## config.mk

```make
export PLATFORM = sky130hd
export DESIGN_NAME = msrh_dcache_upd_arb
export DESIGN_NICKNAME = d
export VERILOG_FILES = /design/src/rtl/msrh_dcache_upd_arb.sv
export SDC_FILE = /design/constraint.sdc
export NUM_CORES = 2
export LEC_CHECK = 0
export CAP_MARGIN = 20
export CORE_AREA = 3 3 711 713
export CTS_CLUSTER_DIAMETER = 100
export DETAILED_ROUTE_END_ITERATION = 7
export DIE_AREA = 0 0 714 716
export SYNTH_ARGS = -nofsm -noshare
export SYNTH_HDL_FRONTEND = slang
export SYNTH_SLANG_ARGS = --single-unit
export TNS_END_PERCENT = 100
```

## constraint.sdc

```tcl
create_clock -name i_clk -period 34.7 [get_ports i_clk]
set_clock_uncertainty 0.2 [all_clocks]
set_input_delay 8.675 -clock i_clk [delete_from_list [all_inputs] [get_ports i_clk]]
set_output_delay 8.675 -clock i_clk [all_outputs]
set_load 0.01 [all_outputs]
```

## src/rtl/msrh_dcache_upd_arb.sv

```systemverilog
// msrh_dcache_upd_arb: arbitrates refills and store writes onto the L1D update port.
// Refills queue in a small FIFO; same-line stores wait behind them; stores cannot starve forever.
module msrh_dcache_upd_arb #(
    parameter int PADDR_W    = 56,
    parameter int DATA_W     = 512,
    parameter int RBUF_DEPTH = 2,
    parameter int STARVE_MAX = 4
) (
    input  logic                  i_clk,
    input  logic                  i_reset,
    input  logic                  i_refill_valid,
    input  logic [PADDR_W-1:0]    i_refill_paddr,
    input  logic [DATA_W-1:0]     i_refill_data,
    output logic                  o_refill_buf_full,
    input  logic                  i_st_valid,
    output logic                  o_st_ready,
    input  logic [PADDR_W-1:0]    i_st_paddr,
    input  logic [DATA_W-1:0]     i_st_data,
    input  logic [DATA_W/8-1:0]   i_st_be,
    output logic                  o_upd_valid,
    output logic [PADDR_W-1:0]    o_upd_paddr,
    output logic [DATA_W-1:0]     o_upd_data,
    output logic [DATA_W/8-1:0]   o_upd_be,
    output logic                  o_upd_src,
    output logic                  o_err_overflow
);
    localparam int LSB = $clog2(DATA_W/8);
    localparam int PW  = $clog2(RBUF_DEPTH);
    localparam int CW  = PW + 1;
    localparam int SW  = $clog2(STARVE_MAX + 1);

    logic [PADDR_W-1:0] paddr_q [RBUF_DEPTH];
    logic [DATA_W-1:0]  data_q  [RBUF_DEPTH];
    logic [PW-1:0]      head, tail, off;
    logic [CW-1:0]      count, count_nx;
    logic [SW-1:0]      starve;
    logic               empty, full, r_valid, hit, s_ok, s_win, r_win, push, pop, overflow;
    logic [PADDR_W-1:0] r_paddr;
    logic [DATA_W-1:0]  r_data;

    always_comb begin
        empty   = count == '0;
        full    = count == CW'(RBUF_DEPTH);
        r_valid = !empty || i_refill_valid;
        r_paddr = empty ? i_refill_paddr : paddr_q[head];
        r_data  = empty ? i_refill_data : data_q[head];
        hit     = i_refill_valid && (i_refill_paddr[PADDR_W-1:LSB] == i_st_paddr[PADDR_W-1:LSB]);
        off     = '0;
        for (int i = 0; i < RBUF_DEPTH; i++) begin
            off = PW'(i) - head;
            if ({1'b0, off} < count && paddr_q[i][PADDR_W-1:LSB] == i_st_paddr[PADDR_W-1:LSB])
                hit = 1'b1;
        end
        s_ok     = i_st_valid && !hit;
        s_win    = s_ok && (!r_valid || starve == SW'(STARVE_MAX));
        r_win    = r_valid && !s_win;
        pop      = r_win && !empty;
        // an empty-FIFO refill that wins goes straight out and is never stored
        push     = i_refill_valid && !(empty && r_win) && (!full || pop);
        overflow = i_refill_valid && full && !pop;
        count_nx = count + CW'(push) - CW'(pop);
    end

    assign o_st_ready = s_win;

    always_ff @(posedge i_clk) begin
        if (push) begin
            paddr_q[tail] <= i_refill_paddr;
            data_q[tail]  <= i_refill_data;
        end
    end

    always_ff @(posedge i_clk or posedge i_reset) begin
        if (i_reset) begin
            head              <= '0;
            tail              <= '0;
            count             <= '0;
            starve            <= '0;
            o_refill_buf_full <= 1'b0;
            o_err_overflow    <= 1'b0;
            o_upd_valid       <= 1'b0;
            o_upd_paddr       <= '0;
            o_upd_data        <= '0;
            o_upd_be          <= '0;
            o_upd_src         <= 1'b0;
        end else begin
            if (push) tail <= tail + 1'b1;
            if (pop) head <= head + 1'b1;
            count             <= count_nx;
            o_refill_buf_full <= count_nx == CW'(RBUF_DEPTH);
            if (overflow) o_err_overflow <= 1'b1;
            // a blocked store holds its count; only unblocked losses move it
            if (!i_st_valid || s_win) starve <= '0;
            else if (s_ok && starve != SW'(STARVE_MAX)) starve <= starve + 1'b1;
            o_upd_valid <= r_win || s_win;
            if (s_win) begin
                o_upd_paddr <= i_st_paddr;
                o_upd_data  <= i_st_data;
                o_upd_be    <= i_st_be;
                o_upd_src   <= 1'b1;
            end else if (r_win) begin
                o_upd_paddr <= r_paddr;
                o_upd_data  <= r_data;
                o_upd_be    <= '1;
                o_upd_src   <= 1'b0;
            end
        end
    end
endmodule

```

# [Word level (Yosys, flattened, before mapping)]
# Memory sizes are Yosys's and may differ from the RTL's.
# Index checks and enable logic that the tools add are counted.
[classes] magnitude_cmp=2 mux=16 n_eq_ne=7 n_reduce_logical=29 addsub=7
[op_table] op="$mux W512" count=3
[op_table] op="$mux W56" count=3
[op_table] op="$eq A50 B50 Y1" count=3
[op_table] op="$mux W64" count=2
[op_table] op="$logic_and A1 B1 Y1" count=13
[op_table] op="$logic_not A1 Y1" count=8
[op_table] op="$mux W1" count=6
[op_table] op="$mux W3" count=2
[op_table] op="$logic_or A1 B1 Y1" count=5
[op_table] op="$eq A2 B2 Y1 const B" count=2
[op_table] op="$lt A1 B2 Y1" count=2
[op_table] op="$reduce_bool A2 Y1" count=2
[op_table] op="$add A3 B1 Y3 const B" count=1
[op_table] op="$eq A3 B3 Y1 const B" count=1
[op_table] op="$ne A3 B3 Y1 const B" count=1
[op_table] op="$add A1 B1 Y1 const B" count=2
[op_table] op="$add A2 B1 Y2" count=1
[op_table] op="$logic_not A2 Y1" count=1
[op_table] op="$sub A1 B1 Y1 const A" count=2
[op_table] op="$sub A2 B1 Y2" count=1
[word_totals] out_inout_bits=637 in_bits=1204 ram_bits=1136 memories=2 ff_bits=643 wordCells=74
[memory_table] name="data_q" words=2 word_bits=512 rd=1 rd_clocked_by_memory_dff=0 write_ports=1 line="33" source="logic [DATA_W-1:0] data_q [RBUF_DEPTH];"
[memory_table] name="paddr_q" words=2 word_bits=56 rd=3 rd_clocked_by_memory_dff=0 write_ports=1 line="32" source="logic [PADDR_W-1:0] paddr_q [RBUF_DEPTH];"

# [Depth between registers and ports, before layout]
[logic_depth] depth_word=17 depth_mapped=15 ltp_nobuf=12

# [Least setup slack after synthesis]
# No wires, ideal clock.
[synth_path] path_kind="input port to flip-flop" start="input i_refill_paddr[12]" end="memory data_q[0][0], enable pin" path_stages=10 path_buffers=2 required_ns=32.983 arrival_time_ns=33.676 setup_time_ns=1.517 setup_slack_ns=-0.693 cell_sequence="xor2_1 nor4_1 nand3_1 nor4_2 nor3_4 nand3_2 buf_6 buf_4 o211ai_1 nor2_1"
[synth_via] elab_chain_len=15 word_cells_on_any_way=17 cone_classes="eq/ne (1); mux (4); reduce/logical (12)"
[synth_lines] element="start, declared" line="12" source="input logic [PADDR_W-1:0] i_refill_paddr,"
[synth_lines] element="$eq A50 B50 Y1 *" line="47" source="hit = i_refill_valid && (i_refill_paddr[PADDR_W-1:LSB] == i_st_paddr[PADDR_W-1:LSB]);"
[synth_lines] element="$logic_and A1 B1 Y1 *" line="47"
[synth_lines] element="$mux W1 * (2 in a row)" line="51" source="if ({1'b0, off} < count && paddr_q[i][PADDR_W-1:LSB] == i_st_paddr[PADDR_W-1:LSB])"
[synth_lines] element="$logic_not A1 Y1 *" line="54" source="s_ok = i_st_valid && !hit;"
[synth_lines] element="$logic_and A1 B1 Y1 *" line="54"
[synth_lines] element="$logic_and A1 B1 Y1 *" line="55" source="s_win = s_ok && (!r_valid || starve == SW'(STARVE_MAX));"
[synth_lines] element="$logic_not A1 Y1 *" line="56" source="r_win = r_valid && !s_win;"
[synth_lines] element="$logic_and A1 B1 Y1 *" line="56"
[synth_lines] element="$logic_and A1 B1 Y1" line="59" source="push = i_refill_valid && !(empty && r_win) && (!full || pop);"
[synth_lines] element="$logic_not A1 Y1" line="59"
[synth_lines] element="$logic_and A1 B1 Y1" line="59"
[synth_lines] element="$logic_and A1 B1 Y1 *" line="59"
[synth_lines] element="$mux W1 *" line="67" source="if (push) begin"
[synth_lines] element="$mux W1 (not written as such) *" line="69" source="data_q[tail] <= i_refill_data;"
[synth_lines] element="end, declared" line="33"
# Every way passes the cells marked *; elsewhere a longest branch is shown, timed or not.

# [Final worst setup path]
[layout_path] start="input i_refill_paddr[50]" end="output o_st_ready"
[layout_via] elab_chain_len=7
[layout_lines] element="$eq A50 B50 Y1" line="47"
[layout_lines] element="$logic_and A1 B1 Y1" line="47"
[layout_lines] element="$mux W1 (2 in a row)" line="51"
[layout_lines] element="$logic_not A1 Y1" line="54"
[layout_lines] element="$logic_and A1 B1 Y1" line="54"
[layout_lines] element="$logic_and A1 B1 Y1" line="55"
[layout_lines] element="end, declared" line="16" source="output logic o_st_ready,"
# Every way passes these cells.

==> summary.txt <==
Synth
  • Seq/Total Area, Yosys: around 67%
  • Asr flop ratio synth: between 30% and 40%
  • Main combinational cell family by area after synthesis: compound AO/OA/AOI/OAI gates
  • XOR/XNOR Fraction of Synth Area: about 1.8%
  • Post-synth top area cell: edfxtp_1
  • Mapped Area: approximately 75,000 um^2
  • YS warnings: 0
  • Mapped Avg Cell Area: roughly 13 um^2
  • #FFs+latches synth: about 1,800
  • Post-Synth Simple-Gate Area: a little under a tenth
  • Synthesized netlist net count: approximately 7,000
  • Main synth FF type: edfxtp_1
  • Compound-Gate Fraction of Synth Area: a little under an eighth
  • Post-synth top area share: 45.56%
  • Number of flops mapped to enable cells by yosys: approximately 1,100
  • Mux cell area share after synthesis: under 10%
  • Syn Inst Count: a little under 6,000
  • Post-Synth Adder-Cell Area: 0.05013%
  • Netlist cell types: between 40 and 50
  • Synth top area cells: edfxtp_1, dfrtp_1, mux2i_1, nand2_1, o211ai_1

Worst setup path
  • Worst reg-to-reg setup slack: about 26,000 ps
  • Slowest Stage Delay on Critical Path: 750 ps
  • Critical path class: primary input to output pin
  • Worst Path Required: roughly 26,000 ps
  • Worst r2r src: head
  • Crit. End Element: output pin
  • Critical path startpoint category: primary input
  • WP depth: 9
  • Worst path top cell family by delay: simple AND/OR/NAND/NOR gates
  • WP data arrival: about 12,000 ps
  • CP startpoint: i_refill_paddr[50]
  • WP buf/inv: 3
  • CP Capture Point: o_st_ready
  • Crit Path Max Fanout: 26
  • Cell breakdown of the critical path: clkdlybuf4s50_1 > xor2_1 > nor4_1 > nand3_1 > nor4_2 > nor3_4 > nand3_4 > inv_8 > clkdlybuf4s50_1
  • Critical-path top delay cell: nor4_1
  • Critical R2R Capture: o_upd_data[352]
  • Most common cell on crit path: clkdlybuf4s50_1
  • R2r worst-path depth: 15

Clock network
  • Reg clk slew, reported paths: around 60 ps
  • Hold-fix buffers at CTS: 0
  • Root Buffer: clkbuf_16
  • Number of setup buffers added after CTS: 0
  • CTS max path bufs: 4
  • H-tree depth: 4
  • CTS tree: built
  • CTS-repair resized insts: 0
  • Clk sink count: between 1,500 and 2,000
  • Num CTS Buffers: between 200 and 250
  • Clock latency at the later pin of the worst-skew pair: ~900 ps

Floorplan
  • CORE AREA: around 500,000 um^2
  • Die width: between 700 and 800 um
  • I/O Pins: 1,841
  • Die area: ~510,000 um^2
  • Die H: between 700 and 800 um
  • Initial Utilization: between 10% and 20%
  • Row cnt: 260

Timing
  • Final Hold Viols: 0
  • # setup viols final: 0
  • Minimum clock period: between 20,000 and 25,000 ps
  • Post-Route Setup TNS: 0 ps
  • Fmax: between 40 and 50 MHz
  • Final max-slew violation count: 0
  • Fin Hold WS: 304.3 ps
  • Final worst setup slack: ~14,000 ps
  • Final Cycle Share: a little over 60%
  • Max-slew headroom: between 20% and 30%
  • Worst-Margin Slew: ~1100 ps
  • Unrepaired setup endpoints after global routing: no

Routing
  • Initial drt markers: just under 5,000
  • Via count: 58,430
  • Avg WL per Cell: 31.48 um
  • Vias per cell: approximately 4
  • Drc violations: 0
  • Final ANT Viol Nets: 0
  • First-pass iteration count of the detailed router: 6
  • Detailed Route WL: approximately 460,000 um

Global routing
  • Initial antenna violation count: approximately 180
  • First-pass GRT wire length: 582,500 um
  • Vias in the first global route: 55,830
  • Largest net degree at the start of global routing: between 100 and 150
  • Overflow after GRT: 0
  • Global Route Usage Sum: between 15 and 20%

Pwr
  • Reg power frac: 34.9%
  • Clock Power Share: between 20% and 30%
  • Sw frac: 40.74%
  • Internal power: slightly below 6 mW
  • Worst VDD drop: 0.00007546 V
  • Pwr per Cell Area: about 92 nW/um^2
  • Psw: approximately 4.0 mW
  • Lkg Pwr: about 38 nW
  • Total chip power: a little under 10 mW
  • Gate power share: 41.7%

Finish
  • Area delta synth->final: 43.76%
  • Filler cells: 53,890
  • Layout cell share with drive strength beyond 1: approximately 5.5%
  • Commonest non-fill, non-tap cells in the layout: clkdlybuf4s50_1, nand2_1, edfxtp_1
  • Commonest non-fill, non-tap cell in the layout: clkdlybuf4s50_1
  • FF+latch area: between 50,000 and 60,000 um^2
  • Nets: just under 9,000
  • Multi-input logic area: around 22,000 um^2
  • Fin util: a little over a fifth
  • Post-Layout Inst Area: between 100,000 and 150,000 um^2
  • Non-filler cells, final: around 15,000

Status
  • Run status: finished, final reports clean

Placement
  • GPL Wtd Cong: approximately 0.97
  • Dpl cell area: about 100,000 um^2
  • Place WS: 13,710 ps
  • Placed Cells: 14,130
  • DP HPWL: approximately 370,000 um
  • Buffers on Ports: approximately 1,800

Worst hold path
  • Worst Hold Class: flip-flop to flip-flop

Job
  • Number of max-cap violations: 0
flip-flops by register name, indices dropped and copies added, names as in the netlist, 2 cells and up:
| signal | count |
|---|---|
| o_upd_data | 512 |
| count | 2 |
| starve | 3 |
| o_upd_paddr | 56 |
| data_q | 1024 |
| o_upd_be | 64 |
| paddr_q | 112 |
area by class of cell:
cell class              instances  area share [%]
diodes                         55          0.1279
clock buffers                 303           5.521
clock inverters                97           1.149
inverters                      11         0.05231
multi-input cells            3719           20.87
flip-flops and latches       1779           46.65
well taps                    6681           7.767
repair buffers               1936           17.87
how the worst min path moves through the flow:
stage,startpoint,slack (ps),endpoint,depth (start not counted)
2_1_floorplan,tail,270,tail,1
3_3_place_gp,o_upd_be[40],290,o_upd_be[40],1
3_5_place_dp,o_upd_be[28],300,o_upd_be[28],1
4_1_cts,o_upd_be[43],310,o_upd_be[43],1
5_1_grt,o_upd_be[6],330,o_upd_be[6],1
6_report,o_upd_be[28],300,o_upd_be[28],1
worst register-to-register path, delay by kind of cell (launching register included):
| kind | cells | cell delay, ps |
|---|---|---|
| AOI/OAI and AO/OA | 2 | 420 |
| buffers and inverters | 7 | 5040 |
| DFF | 1 | 870 |
| and+or+nand+nor | 6 | 1880 |
power by group through the flow:
stage	clock network, mW	registers, mW	logic [mW]
after floorplan	0	3.81	1.66
after global placement	0	3.45	4.17
after detailed placement	0	3.47	4.18
after CTS	2.37	3.44	4.20
after global routing	2.45	3.50	4.43
final	2.31	3.44	4.12
layer usage:
layer / vias to the layer above / wire (um) / GRT usage, %
li1: 25600 / - / -
met1: 29320 / 173300 / 19.58
met2: 2731 / 204000 / 26.66
met3: 717 / 59430 / 9.157
met4: 56 / 21980 / 7.084
met5: - / 389 / 0
kinds of logic (layout without fill, tap and decap cells):
group | count (synthesis) | after routing
flip-flops | 1779 | 1779
multiplexers | 568 | 568
other | 0 | 55
buffers and inverters | 469 | 2347
AND/OR/NAND/NOR | 1782 | 1782
XOR/XNOR | 150 | 150
adder cells (fa/ha/maj) | 3 | 3
AO/OA/AOI/OAI | 1216 | 1216
synth_stat cells, drive strengths merged (2+ instances only):
cell and instances:
edfxtp 1136, inv 11, mux2i 568, nor2b 2, xnor2 52, nor2 577, and4 2, o22a 64
nor4 26, dfrtp 643, nand2 1140, nor3 5, buf 258, nand4 16, clkbuf 200, a21oi 3
o211ai 569, nand2b 5, o21a 2, ha 3, o21ai 2, a31oi 569, nand3 5, xor2 98
Power figures use the tool's default switching activity.
